===== src/rtl/event_counter_bank.sv =====
// Bank of independent event counters sharing one terminal value, with wrap or
// saturate overflow handling and a 4-phase snapshot port that freezes all counts.
module event_counter_bank #(
  parameter int WIDTH    = 4,
  parameter int CHANNELS = 2
) (
  input  logic                      clk,
  input  logic                      rst,
  input  logic [CHANNELS-1:0]       inc,
  input  logic [CHANNELS-1:0]       clear,
  input  logic                      hold,
  input  logic                      mode,
  input  logic [WIDTH-1:0]          limit,
  input  logic                      snap_req,
  output logic                      snap_ack,
  output logic [CHANNELS*WIDTH-1:0] snap_data,
  output logic [CHANNELS*WIDTH-1:0] count,
  output logic [CHANNELS-1:0]       tc,
  output logic [CHANNELS-1:0]       ovf
);

  typedef enum logic {
    ST_IDLE = 1'b0,
    ST_ACK  = 1'b1
  } snap_state_t;

  logic [CHANNELS-1:0][WIDTH-1:0] r_count;
  logic [CHANNELS-1:0][WIDTH-1:0] w_count_inc;
  logic [CHANNELS-1:0][WIDTH-1:0] r_snap;
  logic [CHANNELS-1:0]            r_tc;
  logic [CHANNELS-1:0]            r_ovf;
  snap_state_t                    r_state;
  snap_state_t                    w_state_next;

  // Value a channel lands on when an increment finds it at or above limit.
  function automatic logic [WIDTH-1:0] terminal_value(input logic             sat_mode,
                                                      input logic [WIDTH-1:0] lim);
    return sat_mode ? lim : '0;
  endfunction

  always_comb begin
    for (int i = 0; i < CHANNELS; i++) begin
      w_count_inc[i] = r_count[i] + 1'b1;
    end
  end

  // Counter channels: rst > clear > hold > inc.
  always_ff @(posedge clk) begin
    for (int i = 0; i < CHANNELS; i++) begin
      if (rst) begin
        r_count[i] <= '0;
        r_ovf[i]   <= 1'b0;
        r_tc[i]    <= 1'b0;
      end else if (clear[i]) begin
        r_count[i] <= '0;
        r_ovf[i]   <= 1'b0;
        r_tc[i]    <= 1'b0;
      end else if (!hold && inc[i]) begin
        if (r_count[i] < limit) begin
          r_count[i] <= w_count_inc[i];
          r_tc[i]    <= (w_count_inc[i] == limit);
        end else begin
          // Also covers a limit lowered beneath a live count.
          r_count[i] <= terminal_value(mode, limit);
          r_ovf[i]   <= 1'b1;
          r_tc[i]    <= 1'b0;
        end
      end else begin
        r_tc[i] <= 1'b0;
      end
    end
  end

  // Snapshot handshake.
  always_ff @(posedge clk) begin
    if (rst) begin
      r_state <= ST_IDLE;
    end else begin
      r_state <= w_state_next;
    end
  end

  always_comb begin
    w_state_next = r_state;
    case (r_state)
      ST_IDLE: if (snap_req)  w_state_next = ST_ACK;
      ST_ACK:  if (!snap_req) w_state_next = ST_IDLE;
      default: w_state_next = ST_IDLE;
    endcase
  end

  // Captures the pre-update counts only on the IDLE->ACK edge.
  always_ff @(posedge clk) begin
    if (rst) begin
      r_snap <= '0;
    end else if (r_state == ST_IDLE && snap_req) begin
      r_snap <= r_count;
    end
  end

  assign snap_ack  = (r_state == ST_ACK);
  assign snap_data = r_snap;
  assign count     = r_count;
  assign tc        = r_tc;
  assign ovf       = r_ovf;

endmodule


===== config.mk =====
export PLATFORM = sky130hd
export DESIGN_NAME = event_counter_bank
export DESIGN_NICKNAME = d
export VERILOG_FILES = /design/src/rtl/event_counter_bank.sv
export SDC_FILE = /design/constraint.sdc
export NUM_CORES = 1
export LEC_CHECK = 0
export CAP_MARGIN = 20
export CORE_MARGIN = 2
export CORE_UTILIZATION = 45
export DETAILED_ROUTE_END_ITERATION = 16
export GPL_TIMING_DRIVEN = 0
export PLACE_DENSITY = 0.87
export SLEW_MARGIN = 20
export SYNTH_ARGS = -nofsm -noshare
export SYNTH_HDL_FRONTEND = slang
export SYNTH_SLANG_ARGS = --single-unit

===== constraint.sdc =====
create_clock -name clk -period 1.65 [get_ports clk]
set_input_delay 0.2475 -clock clk [delete_from_list [all_inputs] [get_ports clk]]
set_output_delay 0.2475 -clock clk [all_outputs]
set_load 0.02 [all_outputs]

==> impl_results.md <==
* Via count at about 1300
* Final Wtd Congestion at 0.866
* Critical Path Source: limit[2]
* Static Leak at just under 0.7 nW
* TritonCTS Buffers at 3
* Number of stages on the worst setup path at 9
* Die Ht at around 57 um
* Initial antenna violation count at 0
* Largest cells by area after synthesis: dfxtp_1 34%, ha_1 10%, nand2_1 6.0%
* Via/cell ratio at 5.76
* Type of origin of the critical path: input port
* Final setup margin at between 40 and 50 ps
* Type of the worst setup path: input port to flop
* Core area at 2690 um^2
* Post-synth EDFFs at 0
* Internal at approximately 0.67 mW
* Max stage delay cell, worst path: clkdlybuf4s15_1
* Clock power frac at 27.3%
* Layout area overhead at 36.4%
* Pre-antenna DRT Iters at 4
* Setup violators final at 0
* Cells after Synth at 152
* Synth cell types at 34
* Share of cells above drive strength 1 at approximately 16%
* Vias in the first global route at 1218
* Sw Ratio at around 28%
* R2R depth at 8
* Yosys reg bits at 21
* Final setup skew at approximately 1.1 ps
* R2R Path End: count[0]$_SDFFE_PP0N_
* Critical Path Max Stage Delay at around 340 ps
* Final TNS setup at 0 ps
* Clock latency on the worst-skew pair at 310 ps
* CP cell instances: clkdlybuf4s15_1 -> inv_1 -> ha_1 -> o21ai_2 -> a21oi_2 -> or2_1 -> clkbuf_4 -> nand4_1 -> o211ai_1
* Delay-heaviest family, CP: buffers and inverters
* Depth of the CTS H-tree at 1
* Seq/Total Area, Yosys at between 30% and 40%
* Reg clk slew, reported paths at ~120 ps
* WP buf/inv at 3
* All-Layer GR Usage at about a fifth
* Placed Cells at ~220
* Sw power at 0.256 mW
* CP max FO at 7
* Root buffer cell: clkbuf_4
* Final min period at 1610 ps
* Worst-Margin Slew at around 400 ps
* I/O Buffers at 32
* Hpwl dp at roughly 2300 um
* First-pass GRT wire length at 5330 um
* Reg power frac at about 55%
* Warnings, synthesis at 0
* # DRC at 0
* Routed Antenna Nets at 0
* Fillers at 241
* Starting density of the core at between 40% and 50%
* Reg-to-reg startpoint: count[0]$_SDFFE_PP0N_
* Pwr dens at about 540 nW/um^2
* Drt wl/cell at roughly 15 um
* Yosys top cell area share at 33.6%
* Asr flop ratio synth at 0%
* Sinks on the clock net at 21
* Worst Setup EP: count[6]$_SDFFE_PP0N_
* Combinational share of power at around 17%
* Max-slew violations at 0
* Critical path required time at between 1500 and 2000 ps
* Final Non-Filler Cells at 223
* Hold Slack at about 340 ps
* Data arrival time of the worst path at between 1500 and 2000 ps
* Post-Syn Area at 1250 um^2
* Fmax at 623 MHz
* Clk buf depth at 2
* CTS tree: yes
* Worst rel slew slack at between 70% and 80%
* Ant diodes at 0
* Peak VDD IR at 0.531 mV
* Outcome: complete, no violations
* Final Hold Fails at 0
* Routed WL at about 3300 um
* Die area at roughly 3200 um^2
* Setup crit end kind: flop
* Crit share post-route at 97.3%
* Largest net degree at the start of global routing at 13
* Avg Cell Area, Syn at roughly 8 um^2
* Die W at approximately 57 um
* Max-cap violations at 0
* Post-synth top area cell: dfxtp_1
* Initial DRC count at 40
* Syn nets at roughly 180
* Final global-route overflow total at 0
* R2r setup slk at approximately 50 ps
* Hold/Removal Path Class: input port to flop
* FP Rows at 19
* Top-Level Pins at 34
* Pre-CTS setup slack at -592 ps
* # nets final at ~220
* Ys flop type: dfxtp_1
## synth_stat cells, types with 2 or more instances
cell	n
dfxtp_1	21
nand2b_4	2
nand2_1	20
nand3_1	8
clkbuf_1	3
a21oi_1	14
o21ai_1	3
o211ai_1	2
nand4_1	10
xor2_1	4
a31oi_1	2
xnor2_1	6
nor2_1	14
nor2b_1	4
or2_1	3
nand2b_1	3
nand3_2	2
or3_1	2
inv_1	5
ha_1	10
## final cells by class
cell class                      count  area (um^2)  area share (%)
Tap cell                           31         38.8            2.27
Sequential cell                    21          440            25.8
Clock buffer                        3         22.5            1.32
Clock inverter                      1         5.00           0.293
Inverter                            6         22.5            1.32
Multi-Input combinational cell    119          783            45.9
Buffer                              6         48.8            2.86
Timing Repair Buffer               36          344            20.2
## state kept, by name (all words and copies together) (netlist names)
signal	flops
snap_ack	1
count	8
ovf	2
tc	2
snap_data	8
## power groups by stage
stage	registers, mW	clock network, mW	logic, mW
3_5_place_dp	0.530	0	0.151
5_1_grt	0.513	0.287	0.176
4_1_cts	0.519	0.257	0.149
2_1_floorplan	0.535	0	0.0782
3_3_place_gp	0.529	0	0.146
6_report	0.513	0.254	0.162
## routing by layer
layer,GRT usage (%),vias to the layer above,wire (um)
met5,0,-,0
met4,6.46,0,55
met3,4.84,8,199
met2,36.5,46,1640
met1,24.4,611,1440
li1,-,619,-
## metrics by stage
stage | util [%] | instance area [um^2] | power [mW]
6_report | 63.5 | 1710 | 0.928
5_1_grt | 63.5 | 1710 | 0.976
4_1_cts | 60.9 | 1640 | 0.925
3_5_place_dp | 59.9 | 1610 | 0.681
3_3_place_gp | 59.9 | 1610 | 0.675
2_1_floorplan | - | 1250 | 0.613
## worst reg2reg max path, stage by stage, from the launching register on
cell	delay (ps)
dfxtp_4	400
inv_1	60
ha_1	170
nand2b_1	160
a21oi_2	220
or2_1	160
buf_6	130
nand4_1	90
a31oi_1	150
## logic make-up (layout without fill, tap and decap cells)
| kind of cell | after synthesis | after routing | share of synthesized area, % |
|---|---|---|---|
| compound gates | 26 | 26 | 12.7 |
| xor+xnor | 10 | 10 | 7.01 |
| flops | 21 | 21 | 33.6 |
| simple gates | 73 | 73 | 31.4 |
| buf+inv | 12 | 52 | 5.21 |
| fa+ha+maj | 10 | 10 | 10.0 |
## placed cells by master (no fill, tap or decap), types with 3 or more instances in the layout
cell             instances
clkdlybuf4s50_1         23
nand2_1                 20
nor2_1                  14
dfxtp_1                 13
a21oi_1                 12
nand4_1                 10
ha_1                    10
nand3_1                  8
dlygate4sd2_1            7
xnor2_1                  6
inv_1                    5
clkbuf_4                 4
xor2_1                   4
nor2b_1                  4
dfxtp_4                  4
dfxtp_2                  4
buf_4                    4
nand2b_1                 3
or2_1                    3
clkbuf_1                 3
## timing repair
item	in CTS	in global routing
pin swaps	0	2
gates resized for setup	13	15
endpoints found under the hold margin	0	0
setup buffers	0	4
hold buffers	0	0
setup endpoints to repair	20	12
## how the worst min path moves through the flow
stage                         startpoint                   endpoint  slack, ps  depth (start not counted)
6_report                            mode      count[3]$_SDFFE_PP0N_        340                          3
5_1_grt                             mode      count[4]$_SDFFE_PP0N_        330                          3
4_1_cts                             mode      count[3]$_SDFFE_PP0N_        340                          3
3_5_place_dp   snap_data[1]$_SDFFE_PP0P_  snap_data[1]$_SDFFE_PP0P_        450                          2
3_3_place_gp   snap_data[1]$_SDFFE_PP0P_  snap_data[1]$_SDFFE_PP0P_        440                          2
2_1_floorplan                   snap_req        snap_ack$_SDFF_PP0_        380                          1
No activity file was read; power rests on OpenSTA's default activity.
